## config.mk

```make
export PLATFORM = sky130hd
export DESIGN_NAME = riscv_core_div_unit
export DESIGN_NICKNAME = d
export VERILOG_FILES = /design/src/rtl/riscv_core_div_unit.sv
export SDC_FILE = /design/constraint.sdc
export NUM_CORES = 2
export LEC_CHECK = 0
export CAP_MARGIN = 20
export CORE_MARGIN = 3
export CORE_UTILIZATION = 30
export CTS_CLUSTER_DIAMETER = 120
export DETAILED_ROUTE_END_ITERATION = 12
export SETUP_SLACK_MARGIN = 0.15
export SKIP_LAST_GASP = 1
export SLEW_MARGIN = 20
export SYNTH_ARGS = -nofsm -noshare
export SYNTH_HDL_FRONTEND = slang
export SYNTH_SLANG_ARGS = --single-unit
```

## constraint.sdc

```tcl
create_clock -name i_div_unit_clk -period 8.6 [get_ports i_div_unit_clk]
set_input_delay 1.72 -clock i_div_unit_clk [delete_from_list [all_inputs] [get_ports i_div_unit_clk]]
set_output_delay 1.72 -clock i_div_unit_clk [all_outputs]
set_load 0.005 [all_outputs]
```

## src/rtl/riscv_core_div_unit.sv

```systemverilog
// riscv_core_div_unit
// Iterative radix-2^BITS_PER_CYCLE non-restoring integer divider for the RV64
// M-extension execute stage. Supports DIV/DIVU/REM/REMU with RISC-V
// divide-by-zero and signed-overflow results, flush, and a valid/ready result
// handshake.
//
// Optional feature macro: RISCV_CORE_DIV_UNIT_WORD_OP_EN
//   defined   -> i_div_unit_word selects 32-bit W ops (results sign-extended)
//   undefined -> i_div_unit_word is ignored and every op is XLEN wide
//
// Ports
//   i_div_unit_clk           clock, rising edge
//   i_div_unit_rstn          asynchronous active-low reset
//   i_div_unit_valid         request valid
//   o_div_unit_ready         request accepted when high (IDLE only)
//   i_div_unit_op            00 DIV, 01 DIVU, 10 REM, 11 REMU
//   i_div_unit_word          32-bit W operation select
//   i_div_unit_dividend      dividend
//   i_div_unit_divisor       divisor
//   i_div_unit_flush         synchronous abort to IDLE
//   o_div_unit_busy          high in any state other than IDLE
//   o_div_unit_valid         result valid (DONE only)
//   i_div_unit_result_ready  consumer accepts the result
//   o_div_unit_result        quotient or remainder, 0 while not valid
module riscv_core_div_unit #(
  parameter int XLEN           = 64,
  parameter int BITS_PER_CYCLE = 2
) (
  input  logic            i_div_unit_clk,
  input  logic            i_div_unit_rstn,
  input  logic            i_div_unit_valid,
  output logic            o_div_unit_ready,
  input  logic [1:0]      i_div_unit_op,
  input  logic            i_div_unit_word,
  input  logic [XLEN-1:0] i_div_unit_dividend,
  input  logic [XLEN-1:0] i_div_unit_divisor,
  input  logic            i_div_unit_flush,
  output logic            o_div_unit_busy,
  output logic            o_div_unit_valid,
  input  logic            i_div_unit_result_ready,
  output logic [XLEN-1:0] o_div_unit_result
);

  localparam int CNT_W = $clog2(XLEN / BITS_PER_CYCLE + 1);
  localparam logic [CNT_W-1:0] CNT_LAST_FULL = CNT_W'(XLEN / BITS_PER_CYCLE - 1);

  typedef enum logic [2:0] {
    S_IDLE   = 3'd0,
    S_PREP   = 3'd1,
    S_DIVIDE = 3'd2,
    S_POST   = 3'd3,
    S_DONE   = 3'd4
  } state_t;

  state_t            r_state;
  logic [1:0]        r_op;
  logic [XLEN-1:0]   r_dividend;
  logic [XLEN-1:0]   r_divisor;
  logic [XLEN:0]     r_a;
  logic [XLEN-1:0]   r_q;
  logic [XLEN:0]     r_m;
  logic              r_neg_q;
  logic              r_neg_r;
  logic [CNT_W-1:0]  r_cnt;
  logic [XLEN-1:0]   r_result;
  logic              r_ready;
  logic              r_busy;
  logic              r_valid;

  logic              w_signed;
  logic              w_sign_a;
  logic              w_sign_b;
  logic              w_div_zero;
  logic              w_overflow;
  logic [XLEN-1:0]   w_a_ext;
  logic [XLEN-1:0]   w_q_init;
  logic [XLEN:0]     w_m_init;
  logic [CNT_W-1:0]  w_last;
  logic [XLEN-1:0]   w_special;
  logic [2*XLEN:0]   w_iter;
  logic [XLEN-1:0]   w_a_fix;
  logic [XLEN-1:0]   w_q_mag;
  logic [XLEN-1:0]   w_r_mag;
  logic [XLEN-1:0]   w_sel;
  logic [XLEN-1:0]   w_post_result;

`ifdef RISCV_CORE_DIV_UNIT_WORD_OP_EN
  localparam logic [CNT_W-1:0] CNT_LAST_WORD = CNT_W'(32 / BITS_PER_CYCLE - 1);
  logic        r_word;
  logic [31:0] w_mag_a32;
  logic [31:0] w_mag_b32;

  function automatic logic [XLEN-1:0] sext32(input logic [31:0] v);
    return XLEN'($signed(v));
  endfunction
`else
  logic w_unused_word;
  assign w_unused_word = i_div_unit_word;
`endif

  // BITS_PER_CYCLE chained non-restoring steps on {A,Q}; returns {A,Q}.
  function automatic logic [2*XLEN:0] div_iter(input logic [XLEN:0]   a,
                                               input logic [XLEN-1:0] q,
                                               input logic [XLEN:0]   m);
    logic [XLEN:0]   v_a;
    logic [XLEN-1:0] v_q;
    logic [XLEN:0]   v_sh;
    v_a = a;
    v_q = q;
    for (int i = 0; i < BITS_PER_CYCLE; i++) begin
      v_sh = {v_a[XLEN-1:0], v_q[XLEN-1]};
      if (v_a[XLEN]) begin
        v_a = v_sh + m;
      end else begin
        v_a = v_sh - m;
      end
      v_q = {v_q[XLEN-2:0], ~v_a[XLEN]};
    end
    return {v_a, v_q};
  endfunction

  assign w_signed = ~r_op[0];
  assign w_iter   = div_iter(r_a, r_q, r_m);

  // Operand preparation: magnitudes, signs and special-case detection.
  // Word ops park the 32-bit dividend in the top of Q so the shared XLEN
  // datapath consumes exactly its 32 bits in 32/BITS_PER_CYCLE cycles.
  always_comb begin
    w_sign_a   = w_signed & r_dividend[XLEN-1];
    w_sign_b   = w_signed & r_divisor[XLEN-1];
    w_q_init   = w_sign_a ? ({XLEN{1'b0}} - r_dividend) : r_dividend;
    w_m_init   = {1'b0, (w_sign_b ? ({XLEN{1'b0}} - r_divisor) : r_divisor)};
    w_div_zero = (r_divisor == {XLEN{1'b0}});
    w_overflow = w_signed & (r_dividend == {1'b1, {(XLEN-1){1'b0}}}) &
                 (r_divisor == {XLEN{1'b1}});
    w_a_ext    = r_dividend;
    w_last     = CNT_LAST_FULL;
`ifdef RISCV_CORE_DIV_UNIT_WORD_OP_EN
    if (r_word) begin
      w_sign_a   = w_signed & r_dividend[31];
      w_sign_b   = w_signed & r_divisor[31];
      w_mag_a32  = w_sign_a ? (32'd0 - r_dividend[31:0]) : r_dividend[31:0];
      w_mag_b32  = w_sign_b ? (32'd0 - r_divisor[31:0]) : r_divisor[31:0];
      w_q_init   = XLEN'(w_mag_a32) << (XLEN - 32);
      w_m_init   = (XLEN+1)'(w_mag_b32);
      w_div_zero = (r_divisor[31:0] == 32'd0);
      w_overflow = w_signed & (r_dividend[31:0] == 32'h8000_0000) &
                   (r_divisor[31:0] == 32'hFFFF_FFFF);
      w_a_ext    = sext32(r_dividend[31:0]);
      w_last     = CNT_LAST_WORD;
    end else begin
      w_mag_a32 = 32'd0;
      w_mag_b32 = 32'd0;
    end
`endif
  end

  // Special-case results: divide-by-zero takes priority over overflow.
  always_comb begin
    if (w_div_zero) begin
      w_special = r_op[1] ? w_a_ext : {XLEN{1'b1}};
    end else begin
      w_special = r_op[1] ? {XLEN{1'b0}} : w_a_ext;
    end
  end

  // Final result: remainder correction, sign fix-up and W-op sign extension.
  always_comb begin
    w_a_fix = r_a[XLEN] ? (r_a[XLEN-1:0] + r_m[XLEN-1:0]) : r_a[XLEN-1:0];
    w_q_mag = r_q;
    w_r_mag = w_a_fix;
`ifdef RISCV_CORE_DIV_UNIT_WORD_OP_EN
    if (r_word) begin
      w_q_mag = XLEN'(r_q[31:0]);
      w_r_mag = XLEN'(w_a_fix[31:0]);
    end else begin
      w_q_mag = r_q;
      w_r_mag = w_a_fix;
    end
`endif
    if (r_op[1]) begin
      w_sel = r_neg_r ? ({XLEN{1'b0}} - w_r_mag) : w_r_mag;
    end else begin
      w_sel = r_neg_q ? ({XLEN{1'b0}} - w_q_mag) : w_q_mag;
    end
    w_post_result = w_sel;
`ifdef RISCV_CORE_DIV_UNIT_WORD_OP_EN
    if (r_word) begin
      w_post_result = sext32(w_sel[31:0]);
    end else begin
      w_post_result = w_sel;
    end
`endif
  end

  // Control FSM and datapath registers; flags are registered with the state.
  always_ff @(posedge i_div_unit_clk or negedge i_div_unit_rstn) begin
    if (!i_div_unit_rstn) begin
      r_state    <= S_IDLE;
      r_op       <= 2'd0;
      r_dividend <= {XLEN{1'b0}};
      r_divisor  <= {XLEN{1'b0}};
      r_a        <= {(XLEN+1){1'b0}};
      r_q        <= {XLEN{1'b0}};
      r_m        <= {(XLEN+1){1'b0}};
      r_neg_q    <= 1'b0;
      r_neg_r    <= 1'b0;
      r_cnt      <= {CNT_W{1'b0}};
      r_result   <= {XLEN{1'b0}};
      r_ready    <= 1'b1;
      r_busy     <= 1'b0;
      r_valid    <= 1'b0;
`ifdef RISCV_CORE_DIV_UNIT_WORD_OP_EN
      r_word     <= 1'b0;
`endif
    end else if (i_div_unit_flush) begin
      r_state <= S_IDLE;
      r_ready <= 1'b1;
      r_busy  <= 1'b0;
      r_valid <= 1'b0;
    end else begin
      case (r_state)
        S_IDLE: begin
          if (i_div_unit_valid) begin
            r_op       <= i_div_unit_op;
            r_dividend <= i_div_unit_dividend;
            r_divisor  <= i_div_unit_divisor;
`ifdef RISCV_CORE_DIV_UNIT_WORD_OP_EN
            r_word     <= i_div_unit_word;
`endif
            r_state    <= S_PREP;
            r_ready    <= 1'b0;
            r_busy     <= 1'b1;
          end
        end
        S_PREP: begin
          if (w_div_zero | w_overflow) begin
            r_result <= w_special;
            r_state  <= S_DONE;
            r_valid  <= 1'b1;
          end else begin
            r_a     <= {(XLEN+1){1'b0}};
            r_q     <= w_q_init;
            r_m     <= w_m_init;
            r_neg_q <= w_sign_a ^ w_sign_b;
            r_neg_r <= w_sign_a;
            r_cnt   <= {CNT_W{1'b0}};
            r_state <= S_DIVIDE;
          end
        end
        S_DIVIDE: begin
          {r_a, r_q} <= w_iter;
          r_cnt      <= r_cnt + {{(CNT_W-1){1'b0}}, 1'b1};
          if (r_cnt == w_last) begin
            r_state <= S_POST;
          end
        end
        S_POST: begin
          r_result <= w_post_result;
          r_state  <= S_DONE;
          r_valid  <= 1'b1;
        end
        S_DONE: begin
          if (i_div_unit_result_ready) begin
            r_state <= S_IDLE;
            r_valid <= 1'b0;
            r_ready <= 1'b1;
            r_busy  <= 1'b0;
          end
        end
        default: begin
          r_state <= S_IDLE;
          r_valid <= 1'b0;
          r_ready <= 1'b1;
          r_busy  <= 1'b0;
        end
      endcase
    end
  end

  assign o_div_unit_ready  = r_ready;
  assign o_div_unit_busy   = r_busy;
  assign o_div_unit_valid  = r_valid;
  assign o_div_unit_result = r_valid ? r_result : {XLEN{1'b0}};

endmodule
```

==> out/summary.log <==
INFO  timing         relSlewSlack=0.147
INFO  layout         layout.cells.most_common_list=buf_4, nand2_1, nor2_1
INFO  die            floorplan.die_area=0.128sqmm
INFO  timing         max_slew.worst_pin.slew=1.27ns
INFO  global_route   overflow_after_grt=0
INFO  worst_setup_path worst_path_largest_cell_delay=0.36ns
INFO  detailed_routing dr_wl_met2=56500microns
INFO  die            die_w=357microns
INFO  layout         layout.cells.most_common=buf_4
INFO  worst_setup_path reg2reg_from=r_m[6]
INFO  layout         multiInputGateArea=0.0262sqmm
INFO  worst_hold_path min-delay-path-class=reg -> reg
INFO  clock_network  cts_htree_levels=2
INFO  worst_hold_path hold_depth=2
INFO  placed_design  dpl.cell_count=6582
INFO  layout         seq_area=0.0100sqmm
INFO  worst_setup_path cp.buffers_inverters=42
INFO  detailed_routing final_antenna_net_count=0
INFO  layout         areaGrowthSynthToFinish=25.2%
INFO  worst_setup_path path_delay_family=buffers and inverters
INFO  global_route   grt_pass1_vias=34563
INFO  global_route   wire_length_of_the_first_global_routing_pass=208000microns
INFO  detailed_routing vias=36621
INFO  timing         final-max-slew-violation-count=0
INFO  yosys          synth-edff-count=0
INFO  die            die-height=357microns
INFO  detailed_routing post_drt_via_cell_ratio=5.42
INFO  outcome        run_status=finished with violations
INFO  clock_network  clock_pin_slew_on_the_worst_setup_and_hold_paths=0.06ns
INFO  yosys          postSynthCellCount=4610
INFO  worst_setup_path timing.critical_path.mode_cell=buf_4
INFO  timing         finalHoldViolCount=0
INFO  clock_network  cts_tree=built
INFO  worst_setup_path start_kind=register
INFO  job            max_cap_violations=0
INFO  clock_network  numClockSinks=401
INFO  worst_hold_path hold-path-endpoint=r_result[10]
INFO  detailed_routing tritonroute_pass_1_iters=6
INFO  timing         unrepaired_setup_endpoints_after_global_routing=true
INFO  global_route   groute.usage.overall=0.206
INFO  timing         postLayoutSetupSlackWorst=-0.219ns
INFO  worst_setup_path worstPathRequired=9.18ns
INFO  detailed_routing finalWirelength=136000microns
INFO  timing         final.period_utilization=1.03
INFO  layout         share_of_the_core_filled_with_cells_in_the_final_layout=0.379
INFO  detailed_routing drt_drc=0
INFO  detailed_routing wl_per_cell=20.2microns
INFO  detailed_routing detailedRoute.firstIterationViolations=3124
INFO  yosys          ys_types=103
INFO  detailed_routing route.met3.wl=9430microns
INFO  layout         layout_cells_excl_fill=6755
INFO  global_route   grt_start_max_net_pins=142
INFO  detailed_routing top_signal_layer_used=met5
INFO  worst_hold_path min-delay-start=r_result[10]
INFO  detailed_routing wirelength_met1=67000microns
INFO  yosys          synth_ff_type=dfrtp_1
INFO  die            std_cell_rows=128
INFO  timing         fmax=113MHz
INFO  clock_network  cts_root_buf=clkbuf_16
INFO  die            num_io_pins=203
INFO  worst_setup_path worstReg2RegEnd=r_q[0]
INFO  worst_setup_path worst_reg_to_reg_cells=64
INFO  placed_design  finalWeightedCongestion=0.922
INFO  timing         final_period_minus_worst_setup_slack=8.82ns
INFO  yosys          synth.avg_cell_area=8.03squm
INFO  clock_network  numCtsBuffers=51
INFO  yosys          post_synth_instance_area=0.0370sqmm
INFO  die            initial_core_util=0.303
INFO  outcome        failed_checks=negative setup slack
INFO  yosys          synth.net_count=4948
INFO  yosys          postSynth.asyncResetShare=1.00
INFO  timing         finalSetupViolations=3
INFO  die            core_area=0.122sqmm
INFO  yosys          yosysSeqAreaShare=0.271
INFO  worst_setup_path regToRegSetupSlack=-0.22ns
INFO  worst_setup_path worstSetupPathType=reg -> reg
INFO  yosys          synth_seq_cells=401
INFO  worst_setup_path worstSetupEndpointType=register
INFO  clock_network  worst_skew_pair.late_latency=0.66ns
INFO  placed_design  numPortBuffers=201
INFO  layout         final.fill_count=12537
INFO  worst_setup_path critPathSlowestCell=or3_1
INFO  clock_network  cts_hold_repair.buffers=0
INFO  layout         final_layout_size_suffix_gt1_frac=0.178
INFO  worst_setup_path critical_path_peak_fanout=8
INFO  layout         fin_nets=5422
INFO  clock_network  maximum_buffer_depth_of_the_clock_tree=3
INFO  global_route   antenna_found_initial=4
INFO  yosys          ys_warn_count=0
INFO  placed_design  place.detailed.hpwl=106000microns
INFO  timing         final.setup_skew=0.0357ns
INFO  worst_setup_path critPathArrivalTime=9.40ns
## cells in the mapped netlist, types with 28 or more instances
cell / number / area [sq um]
a21o_1: 121 / 908
a21oi_1: 360 / 1800
a221o_1: 66 / 661
a31oi_1: 70 / 438
and2_1: 84 / 526
and3_1: 32 / 200
buf_2: 67 / 335
clkbuf_1: 190 / 713
dfrtp_1: 400 / 10000
ha_1: 199 / 2490
inv_1: 74 / 278
mux2_2: 138 / 1550
nand2_1: 439 / 1650
nand2b_1: 46 / 288
nand3_1: 64 / 320
nand4_1: 93 / 582
nor2_1: 431 / 1620
nor2b_1: 34 / 213
nor3_1: 117 / 586
nor4_1: 58 / 363
o211ai_1: 44 / 330
o21a_1: 47 / 353
o21ai_0: 376 / 1880
o31ai_1: 68 / 510
or3_1: 64 / 400
or4_1: 28 / 210
xnor2_1: 227 / 1990
xor2_1: 281 / 2460
## routing by layer
layer / global-route usage / up-vias
li1: - / 17831
met1: 0.311 / 17443
met2: 0.305 / 1188
met3: 0.0280 / 155
met4: 0.0526 / 4
met5: 0 / -
## stage by stage
| step | TNS (ns) | hold WS (ns) | worst slack, ns | instance area, sq um |
|---|---|---|---|---|
| after floorplan | 0 | 0.436 | 0.152 | 37200 |
| after global placement | -12.06 | 0.457 | -0.731 | 43300 |
| after detailed placement | -12.05 | 0.465 | -0.763 | 43300 |
| after CTS | -0.0434 | 0.478 | -0.0434 | 46000 |
| after global routing | -5.56 | 0.504 | -0.405 | 46400 |
| final | -0.567 | 0.476 | -0.219 | 46400 |
## worst max-delay path by stage
stage	start	to	slack (ns)	depth (start not counted)
2_1_floorplan	r_m[4]	r_q[0]	0.15	42
3_3_place_gp	r_m[4]	r_a[64]	-0.73	39
3_5_place_dp	r_m[4]	r_a[64]	-0.76	39
4_1_cts	r_m[4]	r_q[0]	-0.04	42
5_1_grt	r_m[9]	r_q[0]	-0.41	64
6_report	r_m[6]	r_q[0]	-0.22	64
## state kept, by name, summed over array words and instances, names as in the netlist
| signal | flops |
|---|---|
| r_result | 64 |
| o_div_unit_valid | 1 |
| r_a | 65 |
| o_div_unit_busy | 1 |
| o_div_unit_ready | 1 |
| r_cnt | 6 |
| r_dividend | 64 |
| r_divisor | 64 |
| r_neg_q | 1 |
| r_q | 64 |
| r_op | 2 |
| r_state | 3 |
| r_neg_r | 1 |
| r_m | 64 |
## logic make-up (layout without fill, tap and decap cells)
logic type	after synthesis	after routing	share of synthesized area
other cells	0	3	0
xor+xnor	510	510	0.121
buf+inv	353	870	0.0390
simple gates	1576	1576	0.208
flops	401	401	0.271
mux	154	154	0.0463
compound gates	1414	1414	0.246
fa+ha+maj	202	202	0.0689
## final cells by class
type,count,area share
diodes,3,0.000162
clock buffers,73,0.0328
clock inverters,23,0.00769
inverters,74,0.00599
multi-input cells,3856,0.565
flip-flops and latches,401,0.217
well taps,1625,0.0438
repair buffers,700,0.128
## tightest hold or removal path, stage by stage, from the launching register on
cell and delay, ns:
dfrtp_1 0.34, nand2_1 0.04, o21ai_0 0.06
## timing repair
| action | CTS | global route |
|---|---|---|
| gates resized for setup | 61 | 85 |
| cloned | 2 | 0 |
| pin swaps | 35 | 59 |
| setup endpoints to repair | 42 | 40 |
| setup buffers | 56 | 14 |
Power is not shown: default switching activity piles up to over one toggle a cycle in this logic, so the estimate is an artifact.
